`config.mk`:
```
export PLATFORM = sky130hd
export DESIGN_NAME = ltsm_hs_sequencer_flat
export DESIGN_NICKNAME = d
export VERILOG_FILES = /design/src/rtl/ltsm_hs_sequencer_if.sv /design/src/rtl/ltsm_hs_sequencer.sv /design/src/flat_wrapper.sv
export SDC_FILE = /design/constraint.sdc
export NUM_CORES = 1
export LEC_CHECK = 0
export BUFFER_PORTS_ARGS = -buffer_cell sky130_fd_sc_hd__buf_2
export CAP_MARGIN = 20
export CORE_MARGIN = 10
export CORE_UTILIZATION = 52
export DETAILED_ROUTE_END_ITERATION = 10
export GPL_ROUTABILITY_DRIVEN = 0
export GPL_TIMING_DRIVEN = 0
export PLACE_DENSITY_LB_ADDON = 0.2
export REMOVE_ABC_BUFFERS = 1
export SYNTH_ARGS = -nofsm -noshare
export SYNTH_HDL_FRONTEND = slang
export SYNTH_SLANG_ARGS = --single-unit
```
`constraint.sdc`:
```
create_clock -name clk_100MHz -period 1.7 [get_ports clk_100MHz]
set_input_delay 0.34 -clock clk_100MHz [delete_from_list [all_inputs] [get_ports clk_100MHz]]
set_output_delay 0.34 -clock clk_100MHz [all_outputs]
set_load 0.01 [all_outputs]
```
`src/rtl/ltsm_hs_sequencer_if.sv`:
```
// Sideband message-queue bundle between the LTSM handshake sequencer
// (master) and the SB TX/RX message queues (slave).
interface ltsm_hs_sequencer_if #(
  parameter int MSG_W = 8
);
  logic [MSG_W-1:0] SB_TX_msg_num_o;
  logic             SB_TX_msg_valid_o;
  logic             SB_TX_msg_sendNextFlag_i;
  logic [MSG_W-1:0] SB_RX_msg_num_i;
  logic             SB_RX_msg_available_i;
  logic             SB_RX_msg_req_o;
  logic             SB_RX_msg_valid_i;

  modport master (
    output SB_TX_msg_num_o, SB_TX_msg_valid_o, SB_RX_msg_req_o,
    input  SB_TX_msg_sendNextFlag_i, SB_RX_msg_num_i,
           SB_RX_msg_available_i, SB_RX_msg_valid_i
  );

  modport slave (
    input  SB_TX_msg_num_o, SB_TX_msg_valid_o, SB_RX_msg_req_o,
    output SB_TX_msg_sendNextFlag_i, SB_RX_msg_num_i,
           SB_RX_msg_available_i, SB_RX_msg_valid_i
  );
endinterface

```
`src/rtl/ltsm_hs_sequencer.sv`:
```
// ltsm_hs_sequencer: runs NUM_STAGES req/resp sideband handshakes with the
// link partner. Stage s uses req = MSG_BASE+2s, resp = MSG_BASE+2s+1; a stage
// advances once the partner's resp is received and our resp is sent.
// Optional feature macro: LTSM_HS_RETRY_EN -- on timeout, resend req(stage)
// up to MAX_RETRIES times before flagging error (default: error at once).
module ltsm_hs_sequencer #(
  parameter int               NUM_STAGES     = 6,
  parameter int               MSG_W          = 8,
  parameter logic [MSG_W-1:0] MSG_BASE       = MSG_W'(8'h40),
  parameter int               WAKEUP_CYCLES  = 2,
  parameter int               TIMEOUT_CYCLES = 1024,
  parameter int               MAX_RETRIES    = 3
) (
  input  logic                          clk_100MHz,
  input  logic                          reset,
  input  logic                          enable_i,
  output logic                          done_o,
  output logic                          error_o,
  output logic [$clog2(NUM_STAGES)-1:0] stage_o,
  output logic                          reset_state_timeout_counter_o,
  ltsm_hs_sequencer_if.master           sb
);
  localparam int SW = $clog2(NUM_STAGES);
  localparam int TW = $clog2(TIMEOUT_CYCLES) + 1;
  localparam int WW = $clog2(WAKEUP_CYCLES + 1) + 1;
  localparam int RW = $clog2(MAX_RETRIES + 1) + 1;

  typedef enum logic [2:0] {S_IDLE, S_WAKE, S_RUN, S_DONE, S_ERROR} state_t;

  // All sequencer state; zero is the idle/cleared value for every field so
  // reset and enable-low share one clear.
  typedef struct packed {
    state_t           state;
    logic [SW-1:0]    stage;
    logic [WW-1:0]    wake;
    logic [TW-1:0]    timer;
    logic             rx_req_seen;
    logic             rx_resp_seen;
    logic             tx_resp_sent;
    logic             early_req;
    logic             req_pend;
    logic             resp_pend;
    logic             tx_valid;
    logic [MSG_W-1:0] tx_num;
    logic             rx_req;
    logic             pop_out;
    logic             pulse;
    logic             done;
    logic             err;
  } seq_t;

  seq_t r_s;

  logic [MSG_W-1:0] w_req_code, w_resp_code, w_nxt_code;
  logic w_last, w_live, w_rx_req, w_rx_resp, w_rx_nxt;
  logic w_tx_fire, w_advance, w_expire, w_retry;

  assign w_req_code  = MSG_BASE + (MSG_W'(r_s.stage) << 1);
  assign w_resp_code = w_req_code + MSG_W'(1);
  assign w_nxt_code  = w_req_code + MSG_W'(2);
  assign w_last      = (r_s.stage == SW'(NUM_STAGES - 1));

  // Popped messages are only meaningful once the sequence is running
  assign w_live    = (r_s.state == S_WAKE) || (r_s.state == S_RUN) || (r_s.state == S_DONE);
  assign w_rx_req  = w_live && sb.SB_RX_msg_valid_i && (sb.SB_RX_msg_num_i == w_req_code);
  assign w_rx_resp = w_live && sb.SB_RX_msg_valid_i && (sb.SB_RX_msg_num_i == w_resp_code);
  assign w_rx_nxt  = w_live && sb.SB_RX_msg_valid_i && !w_last && (sb.SB_RX_msg_num_i == w_nxt_code);

  assign w_tx_fire = r_s.tx_valid && sb.SB_TX_msg_sendNextFlag_i;
  assign w_advance = (r_s.state == S_RUN) && r_s.rx_resp_seen && r_s.tx_resp_sent;
  assign w_expire  = (r_s.state == S_RUN) && (r_s.timer == TW'(TIMEOUT_CYCLES - 1));

`ifdef LTSM_HS_RETRY_EN
  logic [RW-1:0] r_retries;

  // Only retry while the partner's resp is still missing
  assign w_retry = !r_s.rx_resp_seen && (r_retries < RW'(MAX_RETRIES));

  // Per-stage retry budget, refilled on every advance
  always_ff @(posedge clk_100MHz or posedge reset) begin
    if (reset)                        r_retries <= '0;
    else if (!enable_i || w_advance)  r_retries <= '0;
    else if (w_expire && w_retry)     r_retries <= r_retries + RW'(1);
  end
`else
  assign w_retry = 1'b0;
`endif

  // Sequencer FSM plus RX pop, TX offer slot and per-stage flags
  always_ff @(posedge clk_100MHz or posedge reset) begin
    if (reset) begin
      r_s <= '0;
    end else if (!enable_i) begin
      r_s <= '0;
    end else begin
      r_s.pulse <= 1'b0;

      // RX: one-cycle pop; next pop allowed once the popped data shows up
      if (r_s.rx_req)
        r_s.rx_req <= 1'b0;
      else if (sb.SB_RX_msg_available_i && (r_s.state != S_IDLE) &&
               (!r_s.pop_out || sb.SB_RX_msg_valid_i)) begin
        r_s.rx_req  <= 1'b1;
        r_s.pop_out <= 1'b1;
      end else if (sb.SB_RX_msg_valid_i)
        r_s.pop_out <= 1'b0;

      // TX: single offer slot, resp before req, refilled only when empty
      if (w_tx_fire)
        r_s.tx_valid <= 1'b0;
      else if (!r_s.tx_valid) begin
        if (r_s.resp_pend && ((r_s.state == S_RUN) || (r_s.state == S_DONE))) begin
          r_s.tx_valid  <= 1'b1;
          r_s.tx_num    <= w_resp_code;
          r_s.resp_pend <= 1'b0;
        end else if (r_s.req_pend && (r_s.state == S_RUN)) begin
          r_s.tx_valid <= 1'b1;
          r_s.tx_num   <= w_req_code;
          r_s.req_pend <= 1'b0;
        end
      end
      if (w_tx_fire && (r_s.tx_num == w_resp_code)) r_s.tx_resp_sent <= 1'b1;

      // RX decode against the current stage; a duplicate req re-queues resp
      if (w_rx_req) begin
        r_s.rx_req_seen <= 1'b1;
        r_s.resp_pend   <= 1'b1;
      end
      if (w_rx_resp) r_s.rx_resp_seen <= 1'b1;
      if (w_rx_nxt)  r_s.early_req    <= 1'b1;

      case (r_s.state)
        S_IDLE: begin
          r_s.state <= S_WAKE;
          r_s.wake  <= '0;
        end
        S_WAKE: begin
          if (int'(r_s.wake) + 1 >= WAKEUP_CYCLES) begin
            r_s.state    <= S_RUN;
            r_s.req_pend <= 1'b1;
            r_s.timer    <= '0;
          end else
            r_s.wake <= r_s.wake + WW'(1);
        end
        S_RUN: begin
          // Advance beats a coincident timeout
          if (w_advance) begin
            r_s.pulse <= 1'b1;
            r_s.timer <= '0;
            if (w_last) begin
              // Flags left alone so a re-queued resp still drains in DONE
              r_s.state <= S_DONE;
              r_s.done  <= 1'b1;
            end else begin
              r_s.stage        <= r_s.stage + SW'(1);
              r_s.rx_req_seen  <= r_s.early_req || w_rx_nxt;
              r_s.resp_pend    <= r_s.early_req || w_rx_nxt;
              r_s.early_req    <= 1'b0;
              r_s.rx_resp_seen <= 1'b0;
              r_s.tx_resp_sent <= 1'b0;
              r_s.req_pend     <= 1'b1;
            end
          end else if (w_expire) begin
            if (w_retry) begin
              r_s.req_pend <= 1'b1;
              r_s.timer    <= '0;
            end else begin
              r_s.state    <= S_ERROR;
              r_s.err      <= 1'b1;
              r_s.tx_valid <= 1'b0;
            end
          end else
            r_s.timer <= r_s.timer + TW'(1);
        end
        default: ;
      endcase
    end
  end

  assign done_o                        = r_s.done;
  assign error_o                       = r_s.err;
  assign stage_o                       = r_s.stage;
  assign reset_state_timeout_counter_o = r_s.pulse;
  assign sb.SB_TX_msg_valid_o          = r_s.tx_valid;
  assign sb.SB_TX_msg_num_o            = r_s.tx_num;
  assign sb.SB_RX_msg_req_o            = r_s.rx_req;
endmodule

```
`src/flat_wrapper.sv`:
```
// flat-port wrapper written by rule: the top's interface ports become plain ports
module ltsm_hs_sequencer_flat 
#(
  parameter int               NUM_STAGES     = 6,
  parameter int               MSG_W          = 8,
  parameter logic [MSG_W-1:0] MSG_BASE       = MSG_W'(8'h40),
  parameter int               WAKEUP_CYCLES  = 2,
  parameter int               TIMEOUT_CYCLES = 1024,
  parameter int               MAX_RETRIES    = 3
)
  (clk_100MHz, reset, enable_i, done_o, error_o, stage_o, reset_state_timeout_counter_o, sb_SB_TX_msg_num_o, sb_SB_TX_msg_valid_o, sb_SB_RX_msg_req_o, sb_SB_TX_msg_sendNextFlag_i, sb_SB_RX_msg_num_i, sb_SB_RX_msg_available_i, sb_SB_RX_msg_valid_i);
  ltsm_hs_sequencer_if #(.MSG_W(MSG_W)) sb_i ();
  input  logic clk_100MHz;
  input  logic reset;
  input  logic enable_i;
  output logic done_o;
  output logic error_o;
  output logic [$clog2(NUM_STAGES)-1:0] stage_o;
  output logic reset_state_timeout_counter_o;
  output wire logic [$bits(sb_i.SB_TX_msg_num_o)-1:0] sb_SB_TX_msg_num_o;
  output wire logic [$bits(sb_i.SB_TX_msg_valid_o)-1:0] sb_SB_TX_msg_valid_o;
  output wire logic [$bits(sb_i.SB_RX_msg_req_o)-1:0] sb_SB_RX_msg_req_o;
  input wire logic [$bits(sb_i.SB_TX_msg_sendNextFlag_i)-1:0] sb_SB_TX_msg_sendNextFlag_i;
  input wire logic [$bits(sb_i.SB_RX_msg_num_i)-1:0] sb_SB_RX_msg_num_i;
  input wire logic [$bits(sb_i.SB_RX_msg_available_i)-1:0] sb_SB_RX_msg_available_i;
  input wire logic [$bits(sb_i.SB_RX_msg_valid_i)-1:0] sb_SB_RX_msg_valid_i;
  assign sb_SB_TX_msg_num_o = sb_i.SB_TX_msg_num_o;
  assign sb_SB_TX_msg_valid_o = sb_i.SB_TX_msg_valid_o;
  assign sb_SB_RX_msg_req_o = sb_i.SB_RX_msg_req_o;
  assign sb_i.SB_TX_msg_sendNextFlag_i = sb_SB_TX_msg_sendNextFlag_i;
  assign sb_i.SB_RX_msg_num_i = sb_SB_RX_msg_num_i;
  assign sb_i.SB_RX_msg_available_i = sb_SB_RX_msg_available_i;
  assign sb_i.SB_RX_msg_valid_i = sb_SB_RX_msg_valid_i;
  ltsm_hs_sequencer #(.NUM_STAGES(NUM_STAGES), .MSG_W(MSG_W), .MSG_BASE(MSG_BASE), .WAKEUP_CYCLES(WAKEUP_CYCLES), .TIMEOUT_CYCLES(TIMEOUT_CYCLES), .MAX_RETRIES(MAX_RETRIES)) u_core (.clk_100MHz(clk_100MHz), .reset(reset), .enable_i(enable_i), .done_o(done_o), .error_o(error_o), .stage_o(stage_o), .reset_state_timeout_counter_o(reset_state_timeout_counter_o), .sb(sb_i));
endmodule
```
* After elaboration in Yosys (flattened, before gate mapping) *
Index checks and enable logic that the tools add are counted.

operators by class
  $add $sub $neg = 7
  reduce and logical (&&, ||, !) cells = 31
  order comparisons = 1
  eq/ne operators = 28
  mux-type cells = 49

operators by type and width
  kind                                                    number
  two-way mux 11 bit                                      4
  two-way mux 40 bit                                      1
  equality test 8 bit                                     4
  >= comparator 32 x 3 -> 1 bit (second input constant)   1
  two-way mux 3 bit                                       9
  two-way mux 1 bit                                       22
  one-hot mux 11 bit (2 select lines)                     1
  two-way mux 9 bit                                       2
  AND reduction 3 bit                                     5
  logical AND 1 bit                                       14
  inequality test 3 x 1 -> 1 bit (second input constant)  4
  adder 11 x 1 -> 11 bit (second input constant)          1
  equality test 11 x 10 -> 1 bit (second input constant)  1
  inequality test 2 bit (second input constant)           5
  one-hot mux 3 bit (3 select lines)                      1
  adder 7 x 4 -> 8 bit (first input constant)             1
  adder 8 x 1 -> 8 bit (second input constant)            1
  adder 8 x 2 -> 8 bit (second input constant)            1
  two-way mux 4 bit                                       2
  two-way mux 8 bit                                       1
  inequality test 2 x 1 -> 1 bit (second input constant)  4
  inequality test 4 x 3 -> 1 bit (second input constant)  2
  adder 3 x 1 -> 3 bit (second input constant)            2
  equality test 3 x 2 -> 1 bit (second input constant)    2
  16 further kinds                                        25

storage, ports and cells
  register bits = 40

* Longest topological paths before layout *
Gate-level depths: netlist of the first run.

  depth in word-level cells = 11
  depth in mapped cells = 8

* Worst setup path before layout of the first run *
Ideal clock, no wire load.

  path type = reg-to-reg
  from = register u_core.r_s[31] (netlist name)
  to = register u_core.r_s[37] (netlist name)
  setup slack = 29 ps
  data required time = 1,580 ps
  arrival = 1,551 ps
  cell stages (with the launch flop) = 7
  path buffers = 0
  library setup time = 120 ps
  cells stage by stage = dfrtp_1 -> ha_1 -> and2_1 -> a211oi_1 -> o211ai_2 -> and3_1 -> a41o_1

between the ends
  longest elaborated chain between the ends = 4

RTL lines
  what                                    RTL line                  RTL
  from (decl)                             ltsm_hs_sequencer.sv:52   seq_t r_s;
  adder 3 x 1 -> 4 bit                    ltsm_hs_sequencer.sv:138  if (int'(r_s.wake) + 1 >= WAKEUP_CYCLES) begin
  >= comparator 32 x 3 -> 1 bit           ltsm_hs_sequencer.sv:138
  inequality test 3 bit (no source line)  -
  AND reduction 4 bit (no source line)    -

Every way passes these cells.
A chain may end at the register's enable or synchronous reset.

* Final worst setup path of the first run *
  from = register u_core.r_s[37] (netlist name)
  to = register u_core.r_s[25] (netlist name)

between the ends
  longest elaborated chain between the ends = 6
  elaborated cells between the ends (all ways) = 12
  classes of those cells = eq/ne: 5; mux: 3; reduce/logical: 4

RTL lines
  what                                 RTL line                                                                    RTL
  equality test 3 x 2 -> 1 bit         ltsm_hs_sequencer.sv:70, ltsm_hs_sequencer.sv:71, ltsm_hs_sequencer.sv:132
  logical AND 1 bit (2 in a row)       ltsm_hs_sequencer.sv:70                                                     assign w_advance = (r_s.state == S_RUN) && r_s.rx_resp_seen && r_s.tx_resp_sent;
  two-way mux 11 bit                   ltsm_hs_sequencer.sv:147                                                    if (w_advance) begin
  one-hot mux 11 bit (2 select lines)  ltsm_hs_sequencer.sv:132                                                    case (r_s.state)
  two-way mux 40 bit                   ltsm_hs_sequencer.sv:93                                                     end else if (!enable_i) begin

Parallel ways exist; a longest one is shown, timed or not.

==> Flow_metrics.wiki, run 1 <==
{| class="wikitable"
! Metric !! Value
|-
| Fraction of post-synthesis cell area in the top cell type by area || 41.45%
|-
| Core outline area || 4029 µm²
|-
| Wire length of the first global-routing pass || 8169 µm
|-
| Instance count of the mapped netlist || 240
|-
| Post-detailed-route wirelength per cell || roughly 16 µm
|-
| DRC violations left || 0
|-
| Setup total negative slack || 0 ns
|-
| Final count of pins violating max slew || 0
|-
| Clock insertion delay at the later pin of the skew report || 0.30 ns
|-
| Largest net degree at the start of global routing || 37
|-
| Number of buffers created by CTS || 5
|-
| Most used routing layer in global routing || met2
|-
| Synthesized flop and latch total || 36
|-
| Total via count after detailed routing || 1875
|-
| Port Buf Inserts || 26
|-
| Top flip-flop cell by instance count after synthesis || dfrtp_1
|-
| I/O pin cnt || 30
|-
| Pre-Repair DR Iteration Count || 4
|-
| Count of flip-flops with a built-in enable after synthesis || 0
|-
| Synth Warn # || 0
|-
| Number of maximum-capacitance violations || 0
|-
| Residual overflow from global routing || 0
|-
| Leak Pwr || 1.192 nW
|-
| Cts hold-fix bufs || 0
|-
| Fin nets || slightly below 300
|-
| Die Outline Area || 7166 µm²
|-
| Worst min path class || input pin to async pin
|-
| Power density over the cells || 1013 nW/µm²
|-
| GR Layer Usage met2 || 20.93%
|-
| Mean cell area of the mapped netlist || 9.056 µm²
|-
| Fraction of final layout cells sized beyond drive strength 1 || 29.67%
|-
| Slowest library cell on the worst path || or4_1
|-
| Worst path required time || just under 2 ns
|-
| Pre-CTS setup slack || -0.4159 ns
|-
| Initial cell density of the core || a little over half
|-
| Initial antenna violation count || 0
|-
| TritonCTS clock tree || built
|-
| Number of clock sinks seen by CTS || 36
|-
| Worst path cell trace || nor3b_4 -> buf_4 -> nand3_4 -> or4_1 -> nand3_1
|-
| Worst slew margin || 49.03%
|-
| Count of antenna diodes in the layout || 0
|-
| Buffer type at the clock tree root || clkbuf_8
|-
| Type of element capturing the critical path || flip-flop
|-
| Met1 Usage GRT || 17.48%
|-
| Kind of start point of the critical path || flip-flop
|-
| Maximum net fanout on the critical path || 8
|-
| Dpl hpwl || 3328 µm
|-
| Area grow syn2layout || 18.65%
|-
| Worst-margin pin slew || 0.7635 ns
|-
| RSZ-0062 raised after global routing || yes
|-
| Timing-limited maximum frequency || a little under 600 MHz
|-
| Maximum level of the CTS H-tree || 2
|-
| Worst setup slack after layout || 0.02446 ns
|-
| Longest individual stage delay on the worst path || roughly 0.50 ns
|-
| Clk buf depth || 2
|-
| Data arrival time at the worst-slack endpoint || ~1.9 ns
|-
| Cell type with the largest total area after synthesis || dfrtp_1
|-
| Worst clock skew on the final layout || between 0.01 and 0.015 ns
|-
| Site row count || 23
|-
| Overall fraction of global-route tracks in use || 13.78%
|-
| Post-route fraction of the period consumed by the critical path || 98.56%
|-
| Worst IR drop on VDD || 0.5149 mV
|-
| CP Class || flip-flop to flip-flop
|-
| Horiz. Die Dim || 84.65 µm
|-
| Tmin final || 1.676 ns
|-
| Total power after layout || 0.002612 W
|-
| Most frequent standard cell in the layout excluding fill and tap cells || dfrtp_1
|-
| Ys async rst share || 100.0%
|-
| Largest cells by area after synthesis || dfrtp_1 41%, buf_4 4.5%, nand3_1 4.1%
|-
| Post-detailed-route count of antenna-violating nets || 0
|-
| Most frequent cells in the layout || 31 x dfrtp_1, 26 x buf_2, 24 x nor2_1
|-
| WL final || 5015 µm
|-
| DIE HEIGHT || 84.65 µm
|-
| Unique masters post-synth || between 50 and 60
|-
| Number of global-route vias before repair || between 1.5k and 2k
|-
| Number of hold violations in the final report || 0
|-
| Post-synthesis cell area || 2173 µm²
|-
| Worst-path clk slew || 0.08 ns
|-
| Post-DR vias/cell || ~5.8
|-
| Global routing met3 resource utilization || 4.155%
|-
| First-iteration detailed-routing DRC count || 119
|-
| Proportion of synthesized chip area in sequential cells || 41.45%
|-
| Number of setup violations in the final report || 0
|-
| Run status || finished clean
|}
path summary, 6_finish.rpt:
check | from | endpoint | slack [ns] | depth (start not counted)
setup / recovery | u_core.r_s[37] | u_core.r_s[25] | 0.02 | 5
hold / removal | reset | u_core.sb.SB_TX_msg_num_o[0] | 0.18 | 2
setup reg to reg | u_core.r_s[37] | u_core.r_s[25] | 0.02 | 5
hold reg to reg | u_core.r_s[29] | u_core.r_s[29] | 0.50 | 1
max in group asynchronous | reset | u_core.r_s[31] | 0.98 | 2
min in group clk_100MHz | sb_SB_TX_msg_sendNextFlag_i | u_core.sb.SB_TX_msg_valid_o | 0.32 | 3
synth_stat cells, drive strengths merged, types with 2 or more instances:
cell,instances
nand4,7
o211ai,7
and3,4
mux2i,3
ha,5
clkbuf,3
nor2b,2
nor4,3
nand2b,4
a21oi,13
nand3,19
nand2,20
inv,12
o31a,2
buf,16
a211oi,5
and4,2
dfrtp,36
or3,2
o311ai,2
nor2,26
and2,4
a31oi,2
o21ai,10
xor2,10
nor3b,2
nor3,5
power by group:
| part | switching (W) | internal, W | leakage [nW] |
|---|---|---|---|
| registers | 0.0000821 | 0.000918 | 0.492 |
| logic | 0.000447 | 0.000411 | 0.646 |
| clock network | 0.000318 | 0.000435 | 0.0552 |
what timing repair did:
item	4_1_cts	5_1_grt
buffers inserted	2	14
setup endpoints to repair	17	21
gates resized for setup	8	19
pin swaps	2	13
per-stage QoR:
step / instances / hold slack (ns) / util, % / area (µm²)
final: 323 / 0.1770 / 64.01 / 2579
after global routing: 323 / 0.2328 / 64.01 / 2579
after CTS: 309 / 0.2033 / 59.57 / 2400
after detailed placement: 299 / 0.4885 / 55.81 / 2248
after global placement: 299 / 0.4798 / 55.81 / 2248
after floorplan: 223 / 0.4496 / - / 2056
cell families after synthesis:
family	synth area share [%]
other	0.1725
muxes	1.382
xor gates and xnor gates	4.433
and+or+nand+nor	25.62
DFF	41.45
buffers and inverters	8.002
adders and majority gates	2.879
AOI/OAI and AO/OA	16.06
per-layer routing:
metal | wire length, µm | vias up | share of wire [%]
li1 | - | 907 | -
met1 | 2295 | 911 | 46
met2 | 2333 | 52 | 47
met3 | 299 | 5 | 6.0
met4 | 87 | 0 | 1.7
met5 | 0 | - | 0
flip-flops by register name, indices dropped and copies added (netlist names):
signal,count
u_core.r_s,23
u_core.sb.SB_TX_msg_num_o,5
u_core.stage_o,3
u_core.done_o,1
u_core.error_o,1
u_core.reset_state_timeout_counter_o,1
u_core.sb.SB_RX_msg_req_o,1
u_core.sb.SB_TX_msg_valid_o,1
critical path: cells and delay by family, from the launching register on:
| family | cells | cell delay [ns] |
|---|---|---|
| DFF | 1 | 0.47 |
| and+or+nand+nor | 4 | 0.98 |
| buffers and inverters | 1 | 0.18 |
cell type report:
type | instances | area (µm²)
Timing Repair Buffer | 42 | 254.0
Clock inverter | 2 | 35.03
Tap cell | 50 | 62.56
Sequential cell | 36 | 907.1
Clock buffer | 6 | 72.57
Multi-Input combinational cell | 174 | 1197
Fill cell | 347 | 1450
Inverter | 13 | 50.05
Power figures use the tool's default switching activity.
==> inputs of run 2 (changes only) <==
ABC_CLOCK_PERIOD_IN_PS = 1700   (was default)
CAP_MARGIN = default   (was 20)
CORE_UTILIZATION = 25   (was 52)
==> Flow_metrics.wiki, run 2 (synthesized netlist as in run 1, its figures left out) <==
{| class="wikitable"
! Metric !! Value
|-
| Run status || finished clean
|-
| Initial antenna violation count || 0 (unchanged)
|-
| Post-detailed-route count of antenna-violating nets || 0 (unchanged)
|-
| Number of maximum-capacitance violations || 0 (unchanged)
|-
| Tmin final || 1.660 ns (-0.01572 ns)
|-
| Dpl hpwl || 3793 µm (+14%)
|-
| Timing-limited maximum frequency || 602.5 MHz (+0.95%)
|-
| DRC violations left || 0 (unchanged)
|-
| Core outline area || 8341 µm² (+110%)
|-
| Cts hold-fix bufs || 0 (unchanged)
|-
| Post-detailed-route wirelength per cell || 15.23 µm (-1.9%)
|-
| Most frequent standard cell in the layout excluding fill and tap cells || dfrtp_1
|-
| DIE HEIGHT || 113.2 µm (+34%)
|-
| Worst setup slack after layout || 0.04018 ns (+0.01572 ns)
|-
| Family of cells with the greatest summed delay on the critical path || compound AO/OA/AOI/OAI gates
|-
| Final count of pins violating max slew || 0 (unchanged)
|-
| Pre-Repair DR Iteration Count || 4 (unchanged)
|-
| Number of hold violations in the final report || 0 (unchanged)
|-
| Pre-CTS setup slack || -0.4874 ns (-0.07151 ns)
|-
| Total via count after detailed routing || 1826 (-2.6%)
|-
| RSZ-0062 raised after global routing || yes
|-
| Post-DR vias/cell || 4.831 (-17%)
|-
| Clk buf depth || 2 (unchanged)
|-
| Fraction of final layout cells sized beyond drive strength 1 || 31.14% (+1.5 points)
|-
| Worst path cell trace || ha_2 -> and2_4 -> a211oi_4 -> o21ai_4 -> o211ai_1 -> o21ai_1
|-
| Worst IR drop on VDD || 0.2945 mV (-43%)
|-
| Slowest library cell on the worst path || dfrtp_2
|-
| Fin nets || 291 (unchanged)
|-
| Max reg flops || 23 (unchanged)
|-
| Worst slew margin || 45.72% (-3.3 points)
|-
| Overall fraction of global-route tracks in use || 8.671% (-5.1 points)
|-
| Largest net degree at the start of global routing || 37 (unchanged)
|-
| Wire length of the first global-routing pass || 9204 µm (+13%)
|-
| Worst-path clk slew || 0.07 ns (about the same)
|-
| Number of setup violations in the final report || 0 (unchanged)
|-
| Buffering stage count on the worst path with inverters included || 0 (-1)
|-
| Count of antenna diodes in the layout || 0 (unchanged)
|-
| Horiz. Die Dim || 113.2 µm (+34%)
|-
| TritonCTS clock tree || built
|-
| Worst clock skew on the final layout || 0.004026 ns (-0.006999 ns)
|-
| Die Outline Area || 12820 µm² (+79%)
|-
| Util after Layout || 31.71% (-32 points)
|-
| Type of element capturing the critical path || flip-flop
|-
| CP Class || flip-flop to flip-flop
|-
| Worst path required time || 1.87 ns (-0.07 ns)
|-
| Port Buf Inserts || 26 (unchanged)
|-
| I/O pin cnt || 30 (unchanged)
|-
| Worst-margin pin slew || 0.8130 ns (+0.04952 ns)
|-
| Initial cell density of the core || 26.06% (-28 points)
|-
| Site row count || 33 (+43%)
|-
| Leak Pwr || 1.177 nW (-1.3%)
|-
| Number of buffers created by CTS || 5 (unchanged)
|-
| Register containing the most flip-flops in the final layout || u_core.r_s
|-
| WL final || 5757 µm (+15%)
|-
| Number of global-route vias before repair || 1796 (+3.6%)
|-
| Residual overflow from global routing || 0 (unchanged)
|-
| Longest individual stage delay on the worst path || 0.45 ns (-0.05 ns)
|-
| Clock insertion delay at the later pin of the skew report || 0.29 ns (about the same)
|-
| Buffer type at the clock tree root || clkbuf_8
|-
| Data arrival time at the worst-slack endpoint || 1.83 ns (-0.09 ns)
|-
| Most frequent cells in the layout || 31 x dfrtp_1, 26 x buf_2, 23 x nor2_1
|-
| Reg-to-reg critical path endpoint || u_core.r_s[20]
|-
| Reg2Reg Launch Point || u_core.r_s[31]
|-
| Number of clock sinks seen by CTS || 36 (unchanged)
|-
| Post-route fraction of the period consumed by the critical path || 97.64% (-0.92 points)
|-
| Area grow syn2layout || 21.70%
|-
| Kind of start point of the critical path || flip-flop
|-
| Path depth of the worst reg2reg path || 6 (+1)
|-
| Slack of the worst reg-to-reg path || 0.04 ns (+0.02 ns)
|-
| Maximum net fanout on the critical path || 5 (-3)
|-
| Power density over the cells || 962.6 nW/µm² (-5.0%)
|-
| Maximum level of the CTS H-tree || 2 (unchanged)
|-
| First-iteration detailed-routing DRC count || 53 (-55%)
|-
| Worst min path class || input pin to async pin
|}
## run 2: timing repair
item,in CTS,in global routing
hold endpoints to repair,0,0
setup buffers,6,8
resized for setup,9,25
setup endpoints to repair,21,22
pin swaps,3,13
gates cloned,0,2
## run 2: routing by layer
| metal | GRT usage, % | vias up | wire length, µm |
|---|---|---|---|
| li1 | - | 900 | - |
| met1 | 11.34 | 891 | 2730 |
| met2 | 13.13 | 30 | 2728 |
| met3 | 2.958 | 5 | 243 |
| met4 | 2.538 | 0 | 55 |
| met5 | 0 | - | 0 |
## run 2: layout make-up
type                    count  area [µm²]
clock buffers               8       90.09
well taps                 105       131.4
inverters                  13       50.05
repair buffers             40       235.2
flip-flops and latches     36       907.1
fillers                   901        5695
multi-input cells         176        1231
## run 2: power by group
group / switching (W) / total, W / internal, W
registers: 0.0000683 / 0.000986 / 0.000918
clock network: 0.000314 / 0.000645 / 0.000331
logic: 0.000506 / 0.000915 / 0.000409
total: 0.000888 / 0.00255 / 0.00166
## run 2: worst max-delay path by stage
stage                    from             end  slack, ns  depth (start not counted)
6_report       u_core.r_s[31]  u_core.r_s[20]       0.04                          6
3_3_place_gp         enable_i  u_core.r_s[26]      -0.47                          5
4_1_cts        u_core.r_s[31]  u_core.r_s[39]      0.002                          6
5_1_grt        u_core.r_s[32]  u_core.r_s[26]      -0.05                          7
3_5_place_dp         enable_i  u_core.r_s[29]      -0.49                          5
2_1_floorplan  u_core.r_s[31]  u_core.r_s[37]       0.03                          6
## run 2: per-stage QoR
| step | area (µm²) | hold slack (ns) | cells | setup TNS [ns] | total power, W |
|---|---|---|---|---|---|
| 5_1_grt | 2645 | 0.2691 | 378 | -0.3287 | 0.002716 |
| 2_1_floorplan | 2056 | 0.4496 | 223 | 0 | 0.001423 |
| 4_1_cts | 2477 | 0.2523 | 368 | 0 | 0.002358 |
| 3_3_place_gp | 2317 | 0.4692 | 354 | -13.88 | 0.001593 |
| 6_report | 2645 | 0.2089 | 378 | 0 | 0.002546 |
| 3_5_place_dp | 2317 | 0.4770 | 354 | -7.269 | 0.001594 |
